`src/rtl/cos_rom_arbiter.sv`:
```
// Round-robin arbiter sharing one registered-read cosine ROM between NUM_REQ requesters.
// One lookup issued per clock; each response returns to its requester after 2+OUT_REG cycles.
module cos_rom_arbiter #(
   parameter int NUM_REQ = 4,
   parameter int AW      = 11,
   parameter int DW      = 8,
   parameter int OUT_REG = 1
) (
   input  logic                  clk,
   input  logic                  reset,
   input  logic [NUM_REQ-1:0]    req,
   input  logic [NUM_REQ*AW-1:0] req_addr,
   output logic [NUM_REQ-1:0]    gnt,
   output logic [NUM_REQ-1:0]    rsp_valid,
   output logic [DW-1:0]         rsp_data,
   output logic                  rom_ce,
   output logic                  rom_oce,
   output logic                  rom_reset,
   output logic [AW-1:0]         rom_ad,
   input  logic [DW-1:0]         rom_dout
);

   localparam int PW = (NUM_REQ > 1) ? $clog2(NUM_REQ) : 1;

   logic [PW-1:0]      rr_ptr;
   logic [PW-1:0]      ptr_next;
   logic [PW-1:0]      win_idx;
   logic [PW-1:0]      scan_idx;
   logic [AW-1:0]      win_addr;
   logic               gnt_any;
   logic [NUM_REQ-1:0] tag_s1;
   logic [NUM_REQ-1:0] tag_s2;

   // First requesting index found scanning upward from rr_ptr wins.
   always_comb begin
      gnt      = '0;
      win_idx  = '0;
      win_addr = '0;
      gnt_any  = 1'b0;
      scan_idx = '0;
      if (!reset) begin
         for (int k = 0; k < NUM_REQ; k++) begin
            scan_idx = PW'((int'(rr_ptr) + k) % NUM_REQ);
            if (!gnt_any && req[scan_idx]) begin
               gnt_any       = 1'b1;
               gnt[scan_idx] = 1'b1;
               win_idx       = scan_idx;
               win_addr      = req_addr[int'(scan_idx)*AW +: AW];
            end
         end
      end
   end

   assign ptr_next  = (win_idx == PW'(NUM_REQ - 1)) ? '0 : win_idx + PW'(1);
   assign rom_oce   = 1'b1;
   assign rom_reset = reset;

   always_ff @(posedge clk) begin
      if (reset) begin
         rr_ptr <= '0;
         rom_ce <= 1'b0;
         rom_ad <= '0;
         tag_s1 <= '0;
         tag_s2 <= '0;
      end else begin
         rom_ce <= gnt_any;
         tag_s1 <= gnt;
         tag_s2 <= tag_s1;
         if (gnt_any) begin
            rr_ptr <= ptr_next;
            rom_ad <= win_addr;
         end
      end
   end

   // rsp_data keeps the last delivered lookup while no response is flowing.
   generate
      if (OUT_REG != 0) begin : g_out_reg
         logic [NUM_REQ-1:0] valid_q;
         logic [DW-1:0]      data_q;

         always_ff @(posedge clk) begin
            if (reset) begin
               valid_q <= '0;
               data_q  <= '0;
            end else begin
               valid_q <= tag_s2;
               if (|tag_s2) begin
                  data_q <= rom_dout;
               end
            end
         end

         assign rsp_valid = valid_q;
         assign rsp_data  = data_q;
      end else begin : g_out_comb
         logic [DW-1:0] data_hold;

         always_ff @(posedge clk) begin
            if (reset) begin
               data_hold <= '0;
            end else if (|tag_s2) begin
               data_hold <= rom_dout;
            end
         end

         assign rsp_valid = tag_s2;
         assign rsp_data  = (|tag_s2) ? rom_dout : data_hold;
      end
   endgenerate

endmodule

```
`config.mk`:
```
export PLATFORM = sky130hd
export DESIGN_NAME = cos_rom_arbiter
export DESIGN_NICKNAME = d
export VERILOG_FILES = /design/src/rtl/cos_rom_arbiter.sv
export SDC_FILE = /design/constraint.sdc
export NUM_CORES = 1
export LEC_CHECK = 0
export ABC_AREA = 1
export BUFFER_PORTS_ARGS = -buffer_cell sky130_fd_sc_hd__clkbuf_2
export CORE_MARGIN = 3
export CORE_UTILIZATION = 47
export CTS_CLUSTER_SIZE = 30
export DETAILED_ROUTE_END_ITERATION = 8
export PLACE_DENSITY = 0.76
export SYNTH_ARGS = -nofsm -noshare
export SYNTH_HDL_FRONTEND = slang
export SYNTH_SLANG_ARGS = --single-unit
```
`constraint.sdc`:
```
create_clock -name clk -period 2.2 [get_ports clk]
set_input_delay 0.11 -clock clk [delete_from_list [all_inputs] [get_ports clk]]
set_output_delay 0.11 -clock clk [all_outputs]
set_load 0.01 [all_outputs]
```
-- Word-level counts from Yosys, hierarchy flattened
Index checks and enable logic that the tools add are counted.
- input bits: 58
- output and inout bits: 30
- bits in registers: 34
- word-level logic and storage cells: 84
- shift operators: 4
- eq/ne operators: 1
- multiplexer cells: 42
- reductions and logical operators: 11
- multipliers: 4
- $lt $le $gt $ge: 8
- $add $sub $neg: 4
- bitwise logic cells: 3
- operator list (kind ; number):
    indexed part select 44 x 7 -> 11 bit ; 4
    two-way mux 11 bit ; 4
    two-way mux 4 bit ; 8
    multiplier 2 x 4 -> 6 bit, second input constant ; 4
    two-way mux 1 bit ; 16
    < comparator 2 x 3 -> 1 bit, second input constant ; 4
    two-way mux 2 bit ; 6
    OR 4 bit ; 3
    binary-select mux 1 bit (select 2 bit) ; 4
    demux 1 bit (select 2 bit) ; 4
    greater-or-equal comparator 2 x 1 -> 1 bit, second input constant ; 4
    logical AND 1 bit ; 7
    adder 2 x 1 -> 2 bit, second input constant ; 2
    adder 2 bit, second input constant ; 2
    OR reduction 4 bit ; 1
    zero test 1 bit ; 3
    equality test 2 bit, second input constant ; 1

-- Depth between registers and ports, before layout
Gate-level depths: netlist of the first run.
- word-level depth: 18
- gate-level depth with buffers: 17
- depth with buffers taken out: 13

-- Least setup slack after synthesis of the first run
OpenSTA, ideal clock, no wires.
- path type: flip-flop to output port
- start point: register rr_ptr[0]
- end point: output gnt[3]
- data arrival time: 2.215 ns
- setup slack: -0.125 ns
- cell stages (with the launch flop): 15
- data required time: 2.090 ns
- path buffers: 5
- cell sequence: dfxtp_1 -> buf_6 -> inv_6 -> buf_6 -> buf_2 -> ha_1 -> buf_2 -> inv_2 -> nand3_1 -> nand2_1 -> nand4_2 -> buf_4 -> o21ai_1 -> nand2_1 -> inv_1
- cells in the longest elaborated chain, start to end: 16
- elaborated cells on any way between the ends: 54
- classes of those cells: add/sub: 3; order compare: 8; mux: 30; bitwise: 3; reduce/logical: 10
- RTL lines (what ; line ; text):
    from (decl) ; 25 ; logic [PW-1:0] rr_ptr;
    from (signal assigned) ; 70 ; rr_ptr <= ptr_next;
    parallel branches: the longest is 14 deep, another holds < comparator 2 x 3 -> 1 bit ; n/a ;
    two-way mux 4 bit * ; 44 ; if (!gnt_any && req[scan_idx]) begin
    two-way mux 4 bit * ; 41 ; if (!reset) begin
    to (decl) ; 13 ; output logic [NUM_REQ-1:0] gnt,
Every way passes the cells marked *. The select of a mux whose other input is x is not followed.

-- Worst setup path after layout of the first run
Same ends and word-level chain as after synthesis.

==> results.yml, run 1 <==
floorplanning:
  core_um2: 5991
  dieHeight_um: 85.06
  die-area_um2: 7235
  pin_count: 88
  initial_core_util: 0.4904
  placementRows: 28
  fp.dieW_um: 85.06
global_routing:
  grt_pass1_vias: 3004
  grt-ovfl-total: 0
  antenna_found_initial: 0
  grt_max_degree: 56
  grt_usage: 0.2143
  grt_pass1_wl_um: 12890
clock_tree:
  ctsRootBufferMaster: "clkbuf_8"
  hold_buffers: 0
  clk_path_buf_depth: 2
  clk_pin_slew_ns: 0.07
  cts_tree: "built"
  clk_latency_ns: 0.29
  htree_num_levels: 2
  numCtsBuffers: 5
  cts_sinks: 34
finish:
  n_antenna_cell: 0
  regArea_um2: 685.7
  multi_input_area_um2: 1858
  drive_above_1_share: 0.2596
  nets: 637
  finalInstanceArea_um2: 3637
  nFillCells: 594
  synthToLayoutAreaGrowth_pct: 23.81
power:
  powerDensity_nw_per_um2: 1554
  power.leakage_nw: 2.001
  finalPower_mw: 5.652
  peakVddDrop_mv: 0.6950
min_path:
  hold_depth: 3
  min_path_type: "in2reg"
synthesis:
  syn_area_um2: 2938
  ys_top_cells_by_area: "dfxtp_1, nand2_1, o21ai_0"
  synth-seq-cells: 34
  synth_top_cell_area_share: 0.2317
  syn_nets: 551
  yosys_warnings: 0
  yosysUniqueCellTypes: 34
  synth_top_cell_by_area: "dfxtp_1"
  syn_avg_cell_area_um2: 6.032
  syn_inst: 487
  seq_area_frac_synth: 0.2317
critical_path:
  criticalPathCategory: "reg2out"
  cpLargestDelayFamily: "simple AND/OR/NAND/NOR gates"
  start_kind: "flop"
  cp-end-kind: "output pin"
  crit_required_ns: 2.09
  max_stage_delay_ns: 0.39
  cp_data_arrival_time_ns: 2.04
  rr_worst_depth: 11
  crit_chain: "inv_6, ha_4, inv_6, nand2_1, nand2_2, nor2_4, inv_2, nor2_8, a21oi_1, o21ai_1, nand2_1, inv_1, buf_2"
  crit_path_max_fanout: 10
  cp.depth: 13
  cp_num_buf_inv: 5
  crit_slowest_cell: "dfxtp_4"
detailed_routing:
  postRouteWirelength_um: 8237
  drt.antenna.violating_nets: 0
  drc: 0
  first_pass_iters: 5
  vias: 3360
  wl_per_cell_um: 12.69
  drtIter0Drc: 205
  drt-vias-per-instance: 5.177
timing:
  finalSetupViolations: 0
  rsz0062_at_grt: "yes"
  final.setup_skew_ns: 0.006036
  hold_ws_ns: 0.07650
  drv_slew: 0
  hold_violations: 0
  tightest_slew_ns: 0.5259
  fmax_mhz: 464.4
  post-route-min-period_ns: 2.153
  min_period_over_period: 0.9787
  slew_headroom: 0.6490
placed_design:
  postPlaceCellArea_um2: 3383
  io_buffers: 86
  dp_hpwl_um: 5833
  place.gp.congestion: 0.8869
job:
  drv_cap: 0
outcome:
  outcome: "completed"
[cells in the mapped netlist]
library cell  number
nand2_1           97
nor2_1            84
o21ai_0           70
inv_1             59
dfxtp_1           34
nand3_1           33
mux2i_1           20
o21ai_1           18
buf_2             12
buf_6              8
clkbuf_1           6
ha_1               6
nand2_2            5
a21oi_1            4
buf_4              3
inv_2              3
nand4_1            3
o21ai_2            3
nand3_2            2
nand4_2            2
o22ai_1            2
a21oi_2            1
a22oi_1            1
a31oi_1            1
clkinv_1           1
conb_1             1
inv_4              1
inv_6              1
nand2_4            1
nand3b_1           1
nor2_4             1
nor2_8             1
nor4_2             1
o21a_1             1
[cell type report]
class	count	area share
repair buffers	108	0.1785
multi-input cells	359	0.5108
clock buffers	7	0.02374
inverters	65	0.07121
flip-flops and latches	34	0.1885
well taps	75	0.02580
clock inverters	1	0.001376
[placed cells by master (no fill, tap or decap), drive strengths merged, types with 6 or more instances in the layout]
master	synthesis	layout
ha	6	6
inv	64	64
nand3	35	35
dfxtp	34	34
buf	23	22
mux2i	20	20
clkbuf	6	93
nand2	103	103
o21ai	91	91
nor2	86	86
[worst register-to-register path, delay by kind of cell (launching register included)]
kind	cells	cell delay, ns
flops	1	0.37
simple gates	6	0.63
buf+inv	5	0.87
[metrics by stage]
stage	setup TNS, ns	utilization	setup slack [ns]	instances
after global placement	0	0.5647	0.1497	633
final	0	0.6071	0.04685	649
after CTS	0	0.5896	0.02054	642
after global routing	-0.1888	0.6071	-0.07845	649
after floorplan	0	-	0.003850	487
after detailed placement	0	0.5647	0.01498	633
[routing by layer]
metal,part of all wire,up-vias,track usage
met5,0,-,0
met4,0.013,0,0.07770
met3,0.083,15,0.02913
met2,0.49,147,0.3849
met1,0.41,1475,0.2586
li1,-,1723,-
[what timing repair did]
action / 4_1_cts / 5_1_grt
setup buffers: 1 / 6
cloned: 0 / 1
gates resized for setup: 13 / 12
endpoints found under the setup margin: 4 / 4
pin swaps: 1 / 4
[state kept, by name, summed over array words and instances, names as in the netlist]
signal,flops
tag_s2,4
tag_s1,4
rsp_data,8
rsp_valid,4
rr_ptr,2
rom_ce,1
rom_ad,11
[worst paths after layout]
check	startpoint	end	slack, ns
max	rr_ptr[0]	gnt[3]	0.05
min	rom_dout[7]	rsp_data[7]	0.08
max reg2reg	rr_ptr[0]	rom_ad[5]	0.22
min reg2reg	tag_s1[0]	tag_s2[0]	0.41
[report_power, final]
group	internal (mW)	leakage [nW]	total [mW]	switching (mW)
Combinational	1.63	1.67	4.22	2.59
Clock	0.253	0.0482	0.485	0.233
Sequential	0.830	0.280	0.942	0.113
[logic make-up after synthesis]
logic type	count (synthesis)	share of synthesized area
other cells	1	0.001276
fa+ha+maj	6	0.02555
compound gates	101	0.1802
buf+inv	94	0.1520
simple gates	231	0.3411
flops	34	0.2317
mux	20	0.06814
Note: power is estimated with default switching activity, not from simulation.
==> run 2, diff against run 1 <==
--- a/config.mk
+++ b/config.mk
@@ -5,13 +5,12 @@
 export SDC_FILE = /design/constraint.sdc
 export NUM_CORES = 1
 export LEC_CHECK = 0
-export ABC_AREA = 1
 export BUFFER_PORTS_ARGS = -buffer_cell sky130_fd_sc_hd__clkbuf_2
 export CORE_MARGIN = 3
-export CORE_UTILIZATION = 47
+export CORE_UTILIZATION = 48
 export CTS_CLUSTER_SIZE = 30
 export DETAILED_ROUTE_END_ITERATION = 8
-export PLACE_DENSITY = 0.76
+export PLACE_DENSITY = 0.77
 export SYNTH_ARGS = -nofsm -noshare
 export SYNTH_HDL_FRONTEND = slang
 export SYNTH_SLANG_ARGS = --single-unit
==> run 2 against run 1 <==
Net effect:
- the run now ends with setup timing left
- synthesized cell count shrank 41%
- final cell count shrank 26%
- clock-buffer cell count shrank 1
- core utilization grew 13 points
- combinational power grew 23%
- largest cell class unchanged
==> results.yml, run 2 <==
finish:
  layout_common_cells: "clkbuf_2, buf_4, mux4_2"
  drive_above_1_share: 0.5878
  nets: 473
  largest_register_ffs: 11
  mostFrequentLayoutCell: "clkbuf_2"
  synthToLayoutAreaGrowth_pct: 42.30
  regMostFlops: "rom_ad"
  post-route-util: 0.7350
  n_antenna_cell: 0
  nFillCells: 372
power:
  pwr-share-clk: 0.099
  comb_power_share: 0.757
  switching_share: 0.4134
  finalPower_mw: 6.858
  p_sw_mw: 2.835
  p_seq_frac: 0.144
  powerDensity_nw_per_um2: 1634
  power.leakage_nw: 1.837
  peakVddDrop_mv: 0.6923
  internal-power_mw: 4.023
timing:
  rsz0062_at_grt: "yes"
  slew_headroom: 0.3997
  post-route-min-period_ns: 2.519
  hold_violations: 0
  finalSetupViolations: 14
  tightest_slew_ns: 0.9004
  setup_slack_ns: -0.3191
  drv_slew: 0
  fmax_mhz: 397.0
  final.setup_skew_ns: 0.01009
  min_period_over_period: 1.145
global_routing:
  grt_max_degree: 40
  grt-ovfl-total: 0
  grt_pass1_vias: 2901
  grt_usage: 0.2357
  antenna_found_initial: 0
  grt_pass1_wl_um: 13710
min_path:
  min_path_type: "in2reg"
floorplanning:
  dieHeight_um: 84.39
  placementRows: 27
  die-area_um2: 7121
  pin_count: 88
  initial_core_util: 0.5165
  core_um2: 5709
  fp.dieW_um: 84.39
critical_path:
  criticalPathCategory: "reg2reg"
  crit_path_max_fanout: 6
  crit_required_ns: 2.41
  crit_chain: "inv_2, ha_4, buf_12, buf_12, mux4_2, buf_4, nor3b_4, buf_6, nand2_2, buf_4, buf_4, buf_4, buf_4, a21oi_2"
  cpLargestDelayFamily: "buffers and inverters"
  max_stage_delay_ns: 0.37
  start_kind: "flop"
  cp_data_arrival_time_ns: 2.73
  crit_top_cell: "buf_4"
  cp-end-kind: "flop"
  crit_slowest_cell: "dfxtp_2"
  cp_num_buf_inv: 9
detailed_routing:
  drt.antenna.violating_nets: 0
  drt-vias-per-instance: 6.241
  postRouteWirelength_um: 9392
  wl_per_cell_um: 19.49
  drc: 0
  first_pass_iters: 5
  drtIter0Drc: 258
  vias: 3008
synthesis:
  synth.most_common_cell: "mux4_2"
  seq_area_frac_synth: 0.2308
  ys_top_cells_by_count: "mux4_2, dfxtp_1, nor2_1, mux2i_1"
  synth_top_cell_area_share: 0.2826
  synth_top_cell_by_area: "mux4_2"
  ys_top_cells_by_area: "mux4_2, dfxtp_1, mux2i_1"
  yosysUniqueCellTypes: 38
  async_flop_share: 0
  syn_avg_cell_area_um2: 10.35
  yosys_most_used_dff: "dfxtp_1"
  syn_inst: 285
  syn_area_um2: 2949
  synth-seq-cells: 34
  yosys_warnings: 0
  synth_edf_count: 0
  syn_nets: 349
placed_design:
  io_buffers: 86
  pre_cts_slack_ns: -0.02019
  place.gp.congestion: 0.8776
  dp_hpwl_um: 5615
clock_tree:
  htree_num_levels: 2
  clk_latency_ns: 0.30
  cts_tree: "built"
  clk_pin_slew_ns: 0.08
  cts_sinks: 34
  clk_path_buf_depth: 2
  ctsRootBufferMaster: "clkbuf_8"
  numCtsBuffers: 5
job:
  drv_cap: 0
outcome:
  violations: "setup timing"
  outcome: "complete, but fails checks"
==> run 2: cell count changes in the layout (fill, tap and decap cells not counted), sizes merged, moves of 17 or more <==
cell	before	now
nand3	35	2
o21ai	91	8
mux4	0	37
nor2	86	22
inv	64	3
a211oi	0	17
buf	22	65
nand2	103	16
==> run 2: final cells by class <==
cell class              instances  area (µm²)  area share
multi-input cells             218        2276      0.5423
flip-flops and latches         34       685.7      0.1634
clock inverters                 2       38.79    0.009243
well taps                      72       90.09     0.02147
inverters                       3       18.77    0.004472
clock buffers                   6       93.84     0.02236
repair buffers                147       993.5      0.2367
==> run 2: worst reg2reg max path: cells and delay by family, from the launching register on <==
family	cells	cell delay [ns]
flip-flops	1	0.37
AO/OA/AOI/OAI	1	0.15
adder cells (fa/ha/maj)	1	0.25
multiplexers	1	0.25
buffers and inverters	9	1.15
AND/OR/NAND/NOR	2	0.28
==> run 2: kinds of logic after synthesis <==
family / share of synthesized area
xor gates and xnor gates: 0.002970
buffers and inverters: 0.05473
muxes: 0.3997
AOI/OAI and AO/OA: 0.1553
adders and majority gates: 0.02546
DFF: 0.2308
other: 0.001272
and+or+nand+nor: 0.1298
==> run 2: path summary, 6_finish.rpt <==
kind                                   from          end  slack, ns  cells after the start
worst max-delay path              rr_ptr[1]    tag_s1[3]      -0.32                     14
worst min-delay path            rom_dout[6]  rsp_data[6]       0.05                      3
worst max register to register    rr_ptr[1]    tag_s1[3]      -0.32                     14
worst min register to register    tag_s1[2]    tag_s2[2]       0.46                      1
==> run 2: power by group through the flow <==
| stage | registers [mW] | clock network, mW | logic [mW] |
|---|---|---|---|
| 2_1_floorplan | 1.02 | 0 | 3.12 |
| 3_3_place_gp | 0.975 | 0 | 3.99 |
| 3_5_place_dp | 0.979 | 0 | 4.09 |
| 4_1_cts | 0.969 | 0.669 | 4.43 |
| 5_1_grt | 1.01 | 0.712 | 5.55 |
| 6_report | 0.986 | 0.677 | 5.19 |
==> run 2: metal layers <==
| metal | GRT usage | up-vias | part of all wire |
|---|---|---|---|
| met2 | 0.4218 | 179 | 0.52 |
| met4 | 0.07770 | 0 | 0.030 |
| li1 | - | 1358 | - |
| met1 | 0.2841 | 1438 | 0.37 |
| met5 | 0 | - | 0 |
| met3 | 0.04514 | 33 | 0.076 |
==> run 2: per-stage QoR <==
step	cells	setup TNS, ns	hold slack [ns]	cell area [µm²]
after global placement	442	0	0.3464	3611
after global routing	482	-3.607	0.06462	4197
after CTS	466	-1.379	0.04676	3910
after detailed placement	442	-0.02440	0.3471	3611
after floorplan	285	-3.675	0.2539	3060
final	482	-2.364	0.04861	4197
==> run 2: repair_timing <==
item / CTS / global route
setup endpoints to repair: 13 / 20
gates resized for setup: 6 / 49
buffers inserted: 15 / 18
gates cloned: 1 / 0
pin swaps: 14 / 23
hold buffers: 0 / 0
